### src/rtl/mem_arbiter_pkg.sv
// rtl/mem_arbiter_pkg.sv - shared memory request/response types and arbiter state encoding
// Purpose: cache <-> main-memory transaction types used by mem_arbiter and its neighbours.
//   mem_req_type  : {addr, data, rw, valid}  request from a cache (or to memory)
//   mem_data_type : {data, ready}            response to a cache (or from memory)
//   arb_state_e   : arbiter FSM states
package mem_arbiter_pkg;

  localparam int ADDR_W = 32;
  localparam int DATA_W = 128;

  typedef struct packed {
    logic [ADDR_W-1:0] addr;
    logic [DATA_W-1:0] data;
    logic              rw;
    logic              valid;
  } mem_req_type;

  typedef struct packed {
    logic [DATA_W-1:0] data;
    logic              ready;
  } mem_data_type;

  typedef enum logic [1:0] {
    IDLE    = 2'd0,
    GNT_I   = 2'd1,
    GNT_D   = 2'd2,
    RELEASE = 2'd3
  } arb_state_e;

endpackage

### src/rtl/mem_arbiter.sv
// rtl/mem_arbiter.sv - serialises I-cache and D-cache requests onto one main-memory port
// Purpose: one transaction in flight; round-robin or fixed D-priority on simultaneous requests.
// Ports:
//   clk_i, rst_ni          clock, asynchronous active-low reset
//   i_req_i / d_req_i      cache requests {addr, data, rw, valid}
//   i_data_o / d_data_o    cache responses {data (broadcast), ready (granted side only)}
//   mem_req_o              request to memory, fields held from the grant-time sample
//   mem_data_i             memory response, ready is a one-cycle pulse
//   busy_o                 FSM not idle
//   gnt_d_o                current/last grant went to the D-cache
//   no_i_gnt_o/no_d_gnt_o  wrapping grant counters
module mem_arbiter
  import mem_arbiter_pkg::*;
#(
  parameter bit D_PRIORITY = 1'b0,
  parameter int CNT_W      = 32
) (
  input  logic         clk_i,
  input  logic         rst_ni,
  input  mem_req_type  i_req_i,
  input  mem_req_type  d_req_i,
  output mem_data_type i_data_o,
  output mem_data_type d_data_o,
  output mem_req_type  mem_req_o,
  input  mem_data_type mem_data_i,
  output logic         busy_o,
  output logic         gnt_d_o,
  output logic [CNT_W-1:0] no_i_gnt_o,
  output logic [CNT_W-1:0] no_d_gnt_o
);

  arb_state_e        r_state;
  arb_state_e        w_next_state;
  logic [ADDR_W-1:0] r_addr;
  logic [DATA_W-1:0] r_data;
  logic              r_rw;
  logic              r_last_d;
  logic [CNT_W-1:0]  r_cnt_i;
  logic [CNT_W-1:0]  r_cnt_d;

  logic w_pick_d;
  logic w_grant_i;
  logic w_grant_d;
  logic w_mem_valid;
  logic w_i_ready;
  logic w_d_ready;

  // D wins when alone, when it has fixed priority, or when I was served last.
  assign w_pick_d = d_req_i.valid && (!i_req_i.valid || D_PRIORITY || !r_last_d);

  always_comb begin
    w_next_state = r_state;
    w_grant_i    = 1'b0;
    w_grant_d    = 1'b0;
    w_mem_valid  = 1'b0;
    w_i_ready    = 1'b0;
    w_d_ready    = 1'b0;
    case (r_state)
      IDLE: begin
        if (w_pick_d) begin
          w_grant_d    = 1'b1;
          w_next_state = GNT_D;
        end else if (i_req_i.valid) begin
          w_grant_i    = 1'b1;
          w_next_state = GNT_I;
        end
      end
      GNT_I: begin
        w_mem_valid = 1'b1;
        w_i_ready   = mem_data_i.ready;
        // A requester dropping valid before memory answers aborts the transaction.
        if (mem_data_i.ready || !i_req_i.valid) begin
          w_next_state = RELEASE;
        end
      end
      GNT_D: begin
        w_mem_valid = 1'b1;
        w_d_ready   = mem_data_i.ready;
        if (mem_data_i.ready || !d_req_i.valid) begin
          w_next_state = RELEASE;
        end
      end
      RELEASE: begin
        // One dead cycle lets the served cache drop valid before re-arbitration.
        w_next_state = IDLE;
      end
      default: w_next_state = IDLE;
    endcase
  end

  always_ff @(posedge clk_i or negedge rst_ni) begin
    if (!rst_ni) begin
      r_state  <= IDLE;
      r_addr   <= '0;
      r_data   <= '0;
      r_rw     <= 1'b0;
      r_last_d <= 1'b0;
      r_cnt_i  <= '0;
      r_cnt_d  <= '0;
    end else begin
      r_state <= w_next_state;
      if (w_grant_d) begin
        r_addr   <= d_req_i.addr;
        r_data   <= d_req_i.data;
        r_rw     <= d_req_i.rw;
        r_last_d <= 1'b1;
        r_cnt_d  <= r_cnt_d + 1'b1;
      end else if (w_grant_i) begin
        r_addr   <= i_req_i.addr;
        r_data   <= i_req_i.data;
        r_rw     <= i_req_i.rw;
        r_last_d <= 1'b0;
        r_cnt_i  <= r_cnt_i + 1'b1;
      end
    end
  end

  assign mem_req_o.addr  = r_addr;
  assign mem_req_o.data  = r_data;
  assign mem_req_o.rw    = r_rw;
  assign mem_req_o.valid = w_mem_valid;

  assign i_data_o.data  = mem_data_i.data;
  assign i_data_o.ready = w_i_ready;
  assign d_data_o.data  = mem_data_i.data;
  assign d_data_o.ready = w_d_ready;

  assign busy_o     = (r_state != IDLE);
  assign gnt_d_o    = r_last_d;
  assign no_i_gnt_o = r_cnt_i;
  assign no_d_gnt_o = r_cnt_d;

endmodule

### config.mk
export PLATFORM = sky130hd
export DESIGN_NAME = mem_arbiter
export DESIGN_NICKNAME = d
export VERILOG_FILES = /design/src/rtl/mem_arbiter_pkg.sv /design/src/rtl/mem_arbiter.sv
export SDC_FILE = /design/constraint.sdc
export NUM_CORES = 1
export LEC_CHECK = 0
export ABC_CLOCK_PERIOD_IN_PS = 2200
export BUFFER_PORTS_ARGS = -buffer_cell sky130_fd_sc_hd__buf_2
export CELL_PAD_IN_SITES_DETAIL_PLACEMENT = 0
export CELL_PAD_IN_SITES_GLOBAL_PLACEMENT = 2
export CORE_AREA = 2 2 366 368
export DETAILED_ROUTE_END_ITERATION = 16
export DIE_AREA = 0 0 368 370
export PLACE_DENSITY = 0.4
export SYNTH_ARGS = -nofsm -noshare
export SYNTH_HDL_FRONTEND = slang
export SYNTH_SLANG_ARGS = --single-unit
### constraint.sdc
create_clock -name clk_i -period 2.2 [get_ports clk_i]
set_input_delay 0.22 -clock clk_i [delete_from_list [all_inputs] [get_ports clk_i]]
set_output_delay 0.22 -clock clk_i [all_outputs]
set_load 0.01 [all_outputs]
==> metrics <==
mux cell area share after synthesis=0.00174; CP startpoint kind=register; die area=136000 sq um; number of max-cap violations=0; Worst Clk Skew=0.0325 ns; Slew @ Worst Pin=0.659 ns; post-route ant nets=0; compound-gate portion of the synthesized area=0.0857; fin cells=3845; CTS tree=yes; Slowest Stage Delay on Critical Path=0.44 ns; grt met1 use=0.104; status=finished, final reports clean; Syn Area/Cell=8.61 sq um; share of the synthesized area in the top cell type=0.468; Critical Path AT=2.51 ns; gr usage total=0.0885; VDD IR max=0.415 mV; clock slew seen by the registers of the worst setup and hold paths=0.05 ns; hpwl dp=48400 microns; pin count of the biggest net entering global routing=83; area leader, netlist=dfrtp_1; DRC Markers=0; cts bufs inserted=35; PwrDens=1060 nW/um^2; gr ovfl total=0; crit path launch=r_state[1]; Levels on crit path=8; Area Overhead vs Synth=63.3%; core area=132000 sq um; H-tree depth=2; clock tree buffer depth=3; Final min period=2.09 ns; drt first pass iters=5; CTS root buffer=clkbuf_16; initial DRC count=360; final wirelength=62100 microns; share of the clock period used by the worst path=0.949; port bufs=556; met2 usage=0.150; Crit Path Max Fanout=7; Syn Std Cell Area=12200 sq um; WP data required=2.62 ns; Setup CP Type=register to register; # rows=134; FF-to-FF path depth=8; post-synthesis xor/xnor area fraction=0.0445; simple-gate portion of the synthesized area=0.210; Final Hold Fails=0; syn_nets=1878; RR Endpoint=no_i_gnt_o[22]; FF-to-FF Start=r_state[1]; Ports=941; initial antenna violation count=5; headroom to the max-slew limit=0.561; combinational family with the most area after synthesis=simple AND/OR/NAND/NOR gates; CP bufs+invs=2; fill count=15335; Chip Height=370 microns; average routed wire per standard cell=16.2 microns; crit path cell chain=inv_1, ha_2, nand2_4, or3_4, nor4_4, buf_4, nand4_1, xnor2_1; CP max-delay cell=or3_4; Hold Crit Class=primary input to register; layout cell share with drive strength beyond 1=0.324; clk sinks=228; R2R setup slack=0.11 ns; yosys warns=0; Crit path max-delay family=simple AND/OR/NAND/NOR gates; number of global-route vias before repair=12996; cell count after synthesis=1417; Setup Fix Bufs, Post-CTS=0; Routability Congestion=0.756; DR vias/cell=3.12; post-synthesis adder-cell area fraction=0.00616; Worst setup EP type=register; global routing's busiest layer=met2; Yosys cell types=36; Clock Latency Late Sink=0.58 ns; Initial Util=0.0921; Yosys reg bits=228; Max Freq=479 MHz; critical path capture point=no_i_gnt_o[22]; post-synthesis sequential area ratio=0.468; global-route wire length before repair=89100 microns; vias after detailed routing=12012; final setup fails=0; Net count, final=2520; grt met3 use=0.0307; TNS Setup=0 ns; pins over their slew limit=0; die width=368 microns; largest cells by area after synthesis=dfrtp_1, buf_4, nand2_1; leakage=9.20 nW; hold path startpoint=d_req_i[0]; Cells after DPL=3468
worst min path at each step:
stage | end | slack (ns) | depth (start not counted)
2_1_floorplan | gnt_d_o | -0.08 | 0
3_3_place_gp | r_addr[10] | 0.24 | 1
3_5_place_dp | r_addr[10] | 0.24 | 1
4_1_cts | r_state[1] | 0.03 | 4
5_1_grt | r_data[95] | 0.07 | 3
6_report | r_state[1] | 0.09 | 4
worst reg2reg max path, stage by stage, from the launching register on:
cell,delay (ns)
dfrtp_1,0.40
inv_1,0.11
ha_2,0.22
nand2_4,0.08
or3_4,0.44
nor4_4,0.27
buf_4,0.19
nand4_1,0.12
xnor2_1,0.15
through the flow:
stage	hold WS, ns	setup slack [ns]	instance area [sq um]	power [mW]	utilization
floorplan	-0.0756	0.184	12200	11.3	-
global placement	0.236	0.0577	15600	15.6	0.118
detailed placement	0.244	0.103	15600	15.7	0.118
CTS	0.0276	0.0806	19900	21.9	0.150
global route	0.0744	-0.0107	19900	22.9	0.150
finish	0.0919	0.113	19900	21.1	0.150
layout make-up:
type | instances | area [sq um] | share of cell area
antenna | 1 | 2.50 | 0.000126
clock buffer | 49 | 980 | 0.0492
clock inverter | 5 | 90.1 | 0.00452
inverter | 6 | 22.5 | 0.00113
multi-input combinational | 851 | 4260 | 0.214
sequential | 228 | 5710 | 0.286
tap | 1768 | 2210 | 0.111
timing repair buffer | 937 | 6650 | 0.334
kinds of logic (layout without fill, tap and decap cells):
kind of cell	after synthesis	in the layout
AOI/OAI and AO/OA	166	166
xor gates and xnor gates	62	62
adders and majority gates	6	6
buffers and inverters	338	997
DFF	228	228
muxes	2	2
other	0	1
and+or+nand+nor	615	615
sequential cells by signal, indices dropped and copies added, names as in the netlist:
register	count
r_rw	1
r_state	2
gnt_d_o	1
no_i_gnt_o	32
r_addr	32
r_data	128
no_d_gnt_o	32
placed cells by master, fill, tap and decap left out, types with 8 or more instances in the layout:
cell type      count
buf_2            555
nand2_1          353
dlygate4sd3_1    322
dfrtp_1          228
nor2_1           176
a31oi_1          161
xnor2_1           44
buf_4             44
clkbuf_16         36
nand3_1           21
nand4_1           18
xor2_1            18
buf_12            15
and3_1            11
clkbuf_1          10
nor3_1             8
report_power, final:
part | total, mW | switching, mW | internal (mW)
Sequential | 6.86 | 0.976 | 5.88
Combinational | 8.75 | 5.23 | 3.52
Clock | 5.50 | 2.19 | 3.31
per-layer routing:
metal	up-vias	wire (microns)
met5	-	100
met3	131	4930
met2	447	30000
met1	5732	25300
met4	6	1780
li1	5696	-
Yosys cell counts (all sizes together):
master,n
nand2,355
buf,272
dfrtp,228
nor2,176
a31oi,161
clkbuf,60
xnor2,44
nand3,22
nand4,18
xor2,18
and3,11
nor3,11
and2,7
ha,6
inv,6
and4,4
nand2b,2
nor4,2
or2,2
or3,2
a21boi,1
a21oi,1
a22oi,1
mux2,1
mux2i,1
nand4b,1
nor2b,1
o21ai,1
o32ai,1
or4,1
repair_timing:
item | 4_1_cts | 5_1_grt
endpoints found under the setup margin | 0 | 4
gates resized for setup | 0 | 1
hold buffers | 322 | 0
hold endpoints to repair | 197 | 0
Power figures use the tool's default switching activity.
